$ cat src/rtl/serv_bufreg_seq.sv
// rtl/serv_bufreg_seq.sv - bit-serial buffer register and data-bus access sequencer
module serv_bufreg_seq #(
  parameter int W         = 1,
  parameter bit ALIGN_CHK = 1'b1
) (
  input  logic       i_clk,
  input  logic       i_rst,
  input  logic       i_start,
  input  logic       i_two_stage,
  input  logic       i_mem_op,
  input  logic       i_word,
  input  logic       i_half,
  input  logic [1:0] i_lsb,
  input  logic       i_stall,
  input  logic       i_dbus_ack,
  output logic       o_busy,
  output logic       o_en,
  output logic       o_init,
  output logic [4:0] o_cnt,
  output logic       o_cnt0,
  output logic       o_cnt1,
  output logic       o_dbus_cyc,
  output logic       o_trap,
  output logic       o_done
);

  // The counter and strobes assume one bit per cycle; wider paths are not built.
  if (W != 1) begin : g_bad_width
    $error("serv_bufreg_seq: only W=1 is supported");
  end

  typedef enum logic [2:0] {
    S_IDLE = 3'd0,
    S_INIT = 3'd1,
    S_CHK  = 3'd2,
    S_MEM  = 3'd3,
    S_RUN  = 3'd4
  } state_t;

  state_t     state_q, state_d;
  logic [4:0] cnt_q, cnt_d;

  logic en;
  logic cnt_last;
  logic misalign;

  // Serial progress only in the two shifting phases, and never while stalled.
  assign en       = ((state_q == S_INIT) || (state_q == S_RUN)) && !i_stall;
  assign cnt_last = (cnt_q == 5'd31);
  // i_lsb is the bufreg's low address bits, stable once the INIT pass is over.
  assign misalign = ALIGN_CHK & i_mem_op & ((i_word & (|i_lsb)) | (i_half & i_lsb[0]));

  // State and bit counter registers with synchronous reset.
  always_ff @(posedge i_clk) begin
    if (i_rst) begin
      state_q <= S_IDLE;
      cnt_q   <= 5'd0;
    end else begin
      state_q <= state_d;
      cnt_q   <= cnt_d;
    end
  end

  // Next-state and counter update.
  always_comb begin
    state_d = state_q;
    cnt_d   = cnt_q;
    case (state_q)
      S_IDLE: begin
        if (i_start) begin
          state_d = i_two_stage ? S_INIT : S_RUN;
          cnt_d   = 5'd0;
        end
      end
      S_INIT: begin
        if (en) begin
          cnt_d = cnt_q + 5'd1;
          if (cnt_last) state_d = S_CHK;
        end
      end
      S_CHK: begin
        cnt_d = 5'd0;
        if (misalign)      state_d = S_IDLE;
        else if (i_mem_op) state_d = S_MEM;
        else               state_d = S_RUN;
      end
      S_MEM: begin
        if (i_dbus_ack) begin
          state_d = S_RUN;
          cnt_d   = 5'd0;
        end
      end
      S_RUN: begin
        if (en) begin
          cnt_d = cnt_q + 5'd1;
          if (cnt_last) state_d = S_IDLE;
        end
      end
      default: begin
        state_d = S_IDLE;
        cnt_d   = 5'd0;
      end
    endcase
  end

  // Output decode; strobes are gated by the shift enable so stalls hide them.
  always_comb begin
    o_busy     = (state_q != S_IDLE);
    o_en       = en;
    o_init     = (state_q == S_INIT);
    o_cnt      = cnt_q;
    o_cnt0     = en && (cnt_q == 5'd0);
    o_cnt1     = en && (cnt_q == 5'd1);
    o_dbus_cyc = (state_q == S_MEM);
    o_trap     = (state_q == S_CHK) && misalign;
    o_done     = (state_q == S_RUN) && en && cnt_last;
  end

endmodule

$ cat config.mk
export PLATFORM = sky130hd
export DESIGN_NAME = serv_bufreg_seq
export DESIGN_NICKNAME = d
export VERILOG_FILES = /design/src/rtl/serv_bufreg_seq.sv
export SDC_FILE = /design/constraint.sdc
export NUM_CORES = 1
export LEC_CHECK = 0
export BUFFER_PORTS_ARGS = -buffer_cell sky130_fd_sc_hd__buf_2
export CORE_MARGIN = 2
export CORE_UTILIZATION = 30
export DETAILED_ROUTE_END_ITERATION = 12
export SLEW_MARGIN = 20
export SYNTH_ARGS = -nofsm -noshare
export SYNTH_HDL_FRONTEND = slang
export SYNTH_SLANG_ARGS = --single-unit
$ cat constraint.sdc
create_clock -name i_clk -period 3.4 [get_ports i_clk]
set_input_delay 0.34 -clock i_clk [delete_from_list [all_inputs] [get_ports i_clk]]
set_output_delay 0.34 -clock i_clk [all_outputs]
set_load 0.03 [all_outputs]
[After elaboration in Yosys (flattened, before gate mapping)]
Index checks and enable logic that the tools add are counted.
Cells by class
  add/sub/neg operators: 1
  eq/ne operators: 13
  multiplexer cells: 14
  bitwise operators: 4
  reduce and logical (&&, ||, !) cells: 15
Operators by type and width (number)
  2-to-1 mux 3 bit: 9
  2-to-1 mux 5 bit: 3
  one-hot mux 3 bit (5 select lines): 1
  one-hot mux 5 bit (3 select lines): 1
  inequality test 2 bit, second input constant: 4
  equality test 3 x 2 -> 1 bit, second input constant: 2
  logical AND 1 bit: 6
  inequality test 2 x 1 -> 1 bit, second input constant: 3
  AND reduction 6 bit: 1
  adder 5 x 1 -> 5 bit, second input constant: 1
  equality test 5 x 1 -> 1 bit, second input constant: 1
  equality test 5 bit, second input constant: 1
  zero test 5 bit: 1
  OR reduction 2 bit: 2
  bitwise AND 1 bit: 3
  equality test 3 x 1 -> 1 bit, second input constant: 1
  equality test 3 bit, second input constant: 1
  zero test 3 bit: 1
  AND reduction 3 bit: 1
  nonzero test 3 bit: 1
  zero test 1 bit: 1
  logical OR 1 bit: 1
  bitwise OR 1 bit: 1
Word-level totals
  flip-flop bits (word level): 8

[Logic depth before layout (Yosys ltp)]
Gate-level depths: netlist (run 1).
  word-level depth: 6
  depth in mapped cells: 7
  mapped depth without buffers: 7

[Least setup slack after synthesis (run 1)]
Ideal clock, no wire load.
  path type: reg-to-output
  start: register cnt_q[0], in the netlist o_cnt[0]
  end: output o_done
  arrival time: 1.636 ns
  slack: 1.424 ns
  stages on the path, launching flop included: 6
  cell sequence: dfxtp_1 > ha_1 > and3_1 > ha_1 > nand2b_1 > nor2b_1
On the way
  word-level cells in the longest chain between the ends: 2
Ends and longest elaborated chain
  start: declaration: line 41  | logic [4:0] cnt_q, cnt_d;
  start signal: assignment: line 60  | cnt_q <= cnt_d;
  equality test 5 bit: line 49  | assign cnt_last = (cnt_q == 5'd31);
  logical AND 1 bit: line 116  | o_done = (state_q == S_RUN) && en && cnt_last;
  end: declaration: line 24  | output logic o_done
No other way between the ends.

[Final worst setup path (run 1)]
  start: register state_q[0]
  end: output o_cnt0
On the way
  word-level cells in the longest chain between the ends: 4
Ends and longest elaborated chain
  start: declaration: line 40  | state_t state_q, state_d;
  start signal: assignment: line 59  | state_q <= state_d;
  equality test 3 x 1 -> 1 bit or equality test 3 bit (tied branches): line 48  | assign en = ((state_q == S_INIT) || (state_q == S_RUN)) && !i_stall;
  logical OR 1 bit *: line 48
  logical AND 1 bit *: line 48
  logical AND 1 bit *: line 112  | o_cnt0 = en && (cnt_q == 5'd0);
  end: declaration: line 20  | output logic o_cnt0,
Mark *: on every way between the ends. The rest lies on a longest branch, timed or not.

==> results.toml, run 1 <==
[outcome]
outcome = "completed"

[placed_design]
dp_hpwl_um = 1170
numPortBuffers = 23
post-place-ws_ns = 1.64
dpl-instance-area_um2 = 764
gp_congestion = 0.782

[clocking]
insertion_delay_ns = 0.27
post_cts_buffers = 0
clockBufferDepth = 2
cts_hold_buf = 0
clkTransAtPathRegs_ns = 0.07
cts_tree = "done"
cts_max_level = 1
cts_resized = 0
cts-root-buf = "clkbuf_4"
cts_buffers = 3
cts.sinks = 8

[drt]
drc = 0
drt-pass1-iter-count = 4
drt-initial-drc-count = 10
drt-total-wl_um = 1530
vias_per_cell = 5.21
drtAntennaViolNets = 0
dr_total_vias = 651
wire_per_inst_um = 12.2

[critical_path]
path_max_fanout = 13
cp.arrival_ns = 1.70
cp.required_ns = 3.06
worstSetupEndpointType = "primary output"
ff2ff_setup_slack_ns = 1.62
startpoint_type = "flop"
critical_path_class = "reg2out"

[logic_synthesis]
synthesis.area_um2 = 642
avgSynthCellArea_um2 = 8.56
synth_area_leaders = "dfxtp_1, ha_1, o2bb2ai_4, and3_1, buf_6"
synth_async_sr_flop_share_pct = 0
synth_cell_types = 36
ys_seq_area_share_pct = 25.0
ys_ff_latch = 8
yosys.area.top_type = "dfxtp_1"
yosysTopAreaCellShare_pct = 25.0
yosysWarnings = 0
synth_nets = 90
synthFlopType = "dfxtp_1"
synth_edf_count = 0
synth_cells = 75

[grt]
grt_pass1_vias = 571
grt_pass1_wl_um = 2440
grt_max_degree = 15
antenna_found_initial = 0
grtUsageTotal_pct = 12.8
grt.overflow.total = 0

[cells_and_area]
nets = 115
ff_latch_area_um2 = 160
drive_above_1_share_pct = 30.6
fillerInstances = 213
multi_input_area_um2 = 440
finalInstanceArea_um2 = 787
syn_to_final_growth_pct = 22.6
antenna_cells = 0
fin_util_pct = 39.7

[floorplan]
num_rows = 16
start_util_pct = 32.4
io_pins = 24
die_h_um = 50.3
die_area_um2 = 2530
die_w_um = 50.3
core_um2 = 1980

[timing]
period_share_pct = 60.1
setup_viol = 0
fin_tns_setup_ns = 0
setup_slack_ns = 1.36
hold_violations = 0
maxSlewHeadroom_pct = 62.8
fmax_mhz = 490
rsz0062_at_grt = "false"
tightest_slew_ns = 0.553
fin_skew_ns = 0.00968
maxSlewViolCount = 0
post-route-min-period_ns = 2.04

[power]
ir_drop_mv = 0.132
power_leakage_nw = 0.354
power.total_w = 0.000258
pwr_density_cell_nw_per_um2 = 328

[hold_path]
hp-class = "in2reg"

[flow_run]
cap_violations = 0
cell type report:
class | count | share of cell area [%]
repair buffers | 23 | 14.6
clock buffers | 3 | 2.86
flip-flops and latches | 8 | 20.3
well taps | 27 | 4.29
inverters | 4 | 1.91
multi-input cells | 60 | 56.0
worst max-delay path, stage by stage, from the launching register on:
cell and delay [ns]:
dfxtp_1 0.57, xnor2_1 0.13, nor3_2 0.32, and3_1 0.22, buf_2 0.19
per-layer routing:
layer	wire, um	track usage [%]	share of wire, %
met5	0	0	0
met4	45	9.72	2.9
met3	94	2.08	6.1
met2	642	19.7	42
met1	749	15.8	49
cells in the final DEF, fill, tap and decap left out, drive strengths merged, types with 3 or more instances in the layout:
cell / count
nand2b: 3
nor2b: 3
a21oi: 3
o21ai: 3
nand2: 4
ha: 4
nor3: 3
clkbuf: 3
inv: 4
dfxtp: 8
and3: 4
buf: 23
nor2: 5
registers in the layout (all words and copies together) (netlist names):
name     cells
state_q      3
o_cnt        5
cell families (layout without fill, tap and decap cells):
logic type	after synthesis	after routing	synth area share (%)
DFF	8	8	25.0
buffers and inverters	7	30	6.43
xor gates and xnor gates	1	1	1.36
AOI/OAI and AO/OA	21	21	26.7
adders and majority gates	4	4	7.80
and+or+nand+nor	34	34	32.7
cell usage after synthesis, drive strengths merged (2+ instances only):
cell type  n
nor3       3
a211oi     2
a21oi      3
and3       4
nand2b     3
nor2       5
ha         4
a32oi      2
inv        4
buf        2
and2       2
nand3      2
o21ai      3
nor2b      3
nand2      4
dfxtp      8
a21o       2
or4        2
where the power goes:
| group | switching (W) | internal, W | total (W) |
|---|---|---|---|
| Sequential | 0.00000965 | 0.0000976 | 0.000107 |
| Combinational | 0.0000429 | 0.0000285 | 0.0000714 |
| Clock | 0.0000391 | 0.0000408 | 0.0000798 |
| Total | 0.0000916 | 0.000167 | 0.000258 |
final timing paths:
path                                 from  cells past startpoint                    end
hold reg to reg     o_cnt[3]$_SDFFE_PP0P_                      2  o_cnt[3]$_SDFFE_PP0P_
hold / removal                      i_rst                      2  o_cnt[0]$_SDFFE_PP0P_
setup reg to reg  state_q[0]$_SDFFE_PP0P_                      4  o_cnt[2]$_SDFFE_PP0P_
setup / recovery  state_q[0]$_SDFFE_PP0P_                      4                 o_cnt0
through the flow:
stage                     cells  hold slack, ns
after CTS                   125           0.344
after global routing        125           0.368
after floorplan              75           0.409
final                       125           0.341
after detailed placement    122           0.505
after global placement      122           0.499
Power figures use the tool's default switching activity.
==> run 2: changes to the inputs <==
clock period = 2.1 ns   (was 3.4 ns; I/O delays follow)
==> results.toml, run 2 (synthesis results as in run 1) <==
[outcome]
outcome = "completed"

[cells_and_area]
antenna_cells = 0
drive_above_1_share_pct = 30.6
largest_reg_flops = 5
fillerInstances = 227
syn_to_final_growth_pct = 22.6
layout_commonest_cell = "buf_2"
nets = 115
finalInstanceArea_um2 = 787
layout_common_cells = "buf_2, dfxtp_1, nor2_1"

[drt]
drt-pass1-iter-count = 4
wire_per_inst_um = 12.2
drt-initial-drc-count = 8
drt-total-wl_um = 1520
drtAntennaViolNets = 0
dr_total_vias = 638
vias_per_cell = 5.10
drc = 0

[power]
power_leakage_nw = 0.354
ir_drop_mv = 0.179
pwr_density_cell_nw_per_um2 = 513

[clocking]
cts_tree = "done"
cts_hold_buf = 0
cts.sinks = 8
cts_max_level = 1
cts-root-buf = "clkbuf_4"
clkTransAtPathRegs_ns = 0.05
clockBufferDepth = 2
insertion_delay_ns = 0.25
cts_resized = 0
cts_buffers = 3
post_cts_buffers = 0

[timing]
fmax_mhz = 522
tightest_slew_ns = 0.538
fin_tns_setup_ns = 0
post-route-min-period_ns = 1.92
setup_viol = 0
period_share_pct = 91.2
maxSlewViolCount = 0
maxSlewHeadroom_pct = 63.8
fin_skew_ns = 0.000948
hold_violations = 0
rsz0062_at_grt = "false"

[grt]
antenna_found_initial = 0
grtUsageTotal_pct = 13.0
grt_max_degree = 15
grt_pass1_vias = 600
grt_pass1_wl_um = 2520
grt.overflow.total = 0

[hold_path]
hp-class = "in2reg"
min_from = "i_rst"

[critical_path]
cp.arrival_ns = 1.71
critical_path_class = "reg2out"
critPathMaxStageDelay_ns = 0.58
cp.required_ns = 1.89
critPathLaunch = "state_q[0]$_SDFFE_PP0P_"
worstSetupEndpointType = "primary output"
startpoint_type = "flop"
ff2ff_setup_slack_ns = 0.27
path_max_fanout = 13
cpMaxStageDelayCell = "dfxtp_1"
timing.rr.start = "state_q[0]$_SDFFE_PP0P_"
crit_path_cell_trace = "xnor2_1 > nor3_2 > and3_1 > buf_2"

[floorplan]
core_um2 = 1980
die_area_um2 = 2530
die_w_um = 50.3
io_pins = 24
die_h_um = 50.3
start_util_pct = 32.4
num_rows = 16

[placed_design]
gp_congestion = 0.816
dpl-instance-area_um2 = 764
dp_hpwl_um = 1160
numPortBuffers = 23

[flow_run]
cap_violations = 0
[run 2: worst max-delay path, delay by kind of cell, from the launching register on]
family | cells | cell delay, ns
xor gates and xnor gates | 1 | 0.13
and+or+nand+nor | 2 | 0.55
buffers and inverters | 1 | 0.19
DFF | 1 | 0.58
[run 2: power breakdown]
part	switching, W	internal [W]	total, W
clock network	0.0000490	0.0000652	0.000114
logic	0.0000694	0.0000462	0.000116
registers	0.0000156	0.000158	0.000174
total	0.000134	0.000270	0.000404
[run 2: path summary, 6_finish.rpt]
path | to | depth (start not counted)
setup reg to reg | o_cnt[2]$_SDFFE_PP0P_ | 4
setup / recovery | o_cnt1 | 4
hold reg to reg | o_cnt[3]$_SDFFE_PP0P_ | 2
hold / removal | o_cnt[1]$_SDFFE_PP0P_ | 2
[run 2: per-stage QoR]
step / total power, W / hold WS [ns] / instances / setup WS [ns] / util [%]
6_report: 0.000404 / 0.237 / 125 / 0.184 / 39.7
5_1_grt: 0.000433 / 0.245 / 125 / 0.0474 / 39.7
4_1_cts: 0.000411 / 0.229 / 125 / 0.170 / 39.7
3_5_place_dp: 0.000292 / 0.497 / 122 / 0.293 / 38.6
3_3_place_gp: 0.000292 / 0.497 / 122 / 0.282 / 38.6
2_1_floorplan: 0.000262 / 0.279 / 75 / 0.254 / -
[run 2: area by class of cell]
cell class              instances  area [um^2]  area share [%]
clock buffers                   3         22.5            2.86
multi-input cells              60          440            56.0
well taps                      27         33.8            4.29
repair buffers                 23          115            14.6
inverters                       4         15.0            1.91
flip-flops and latches          8          160            20.3
[run 2: per-layer routing]
layer | vias to the layer above | wire length [um] | global-route usage (%)
li1 | 329 | - | -
met1 | 288 | 695 | 15.1
met2 | 19 | 724 | 22.4
met3 | 2 | 82 | 1.79
met4 | 0 | 18 | 7.41
met5 | - | 0 | 0
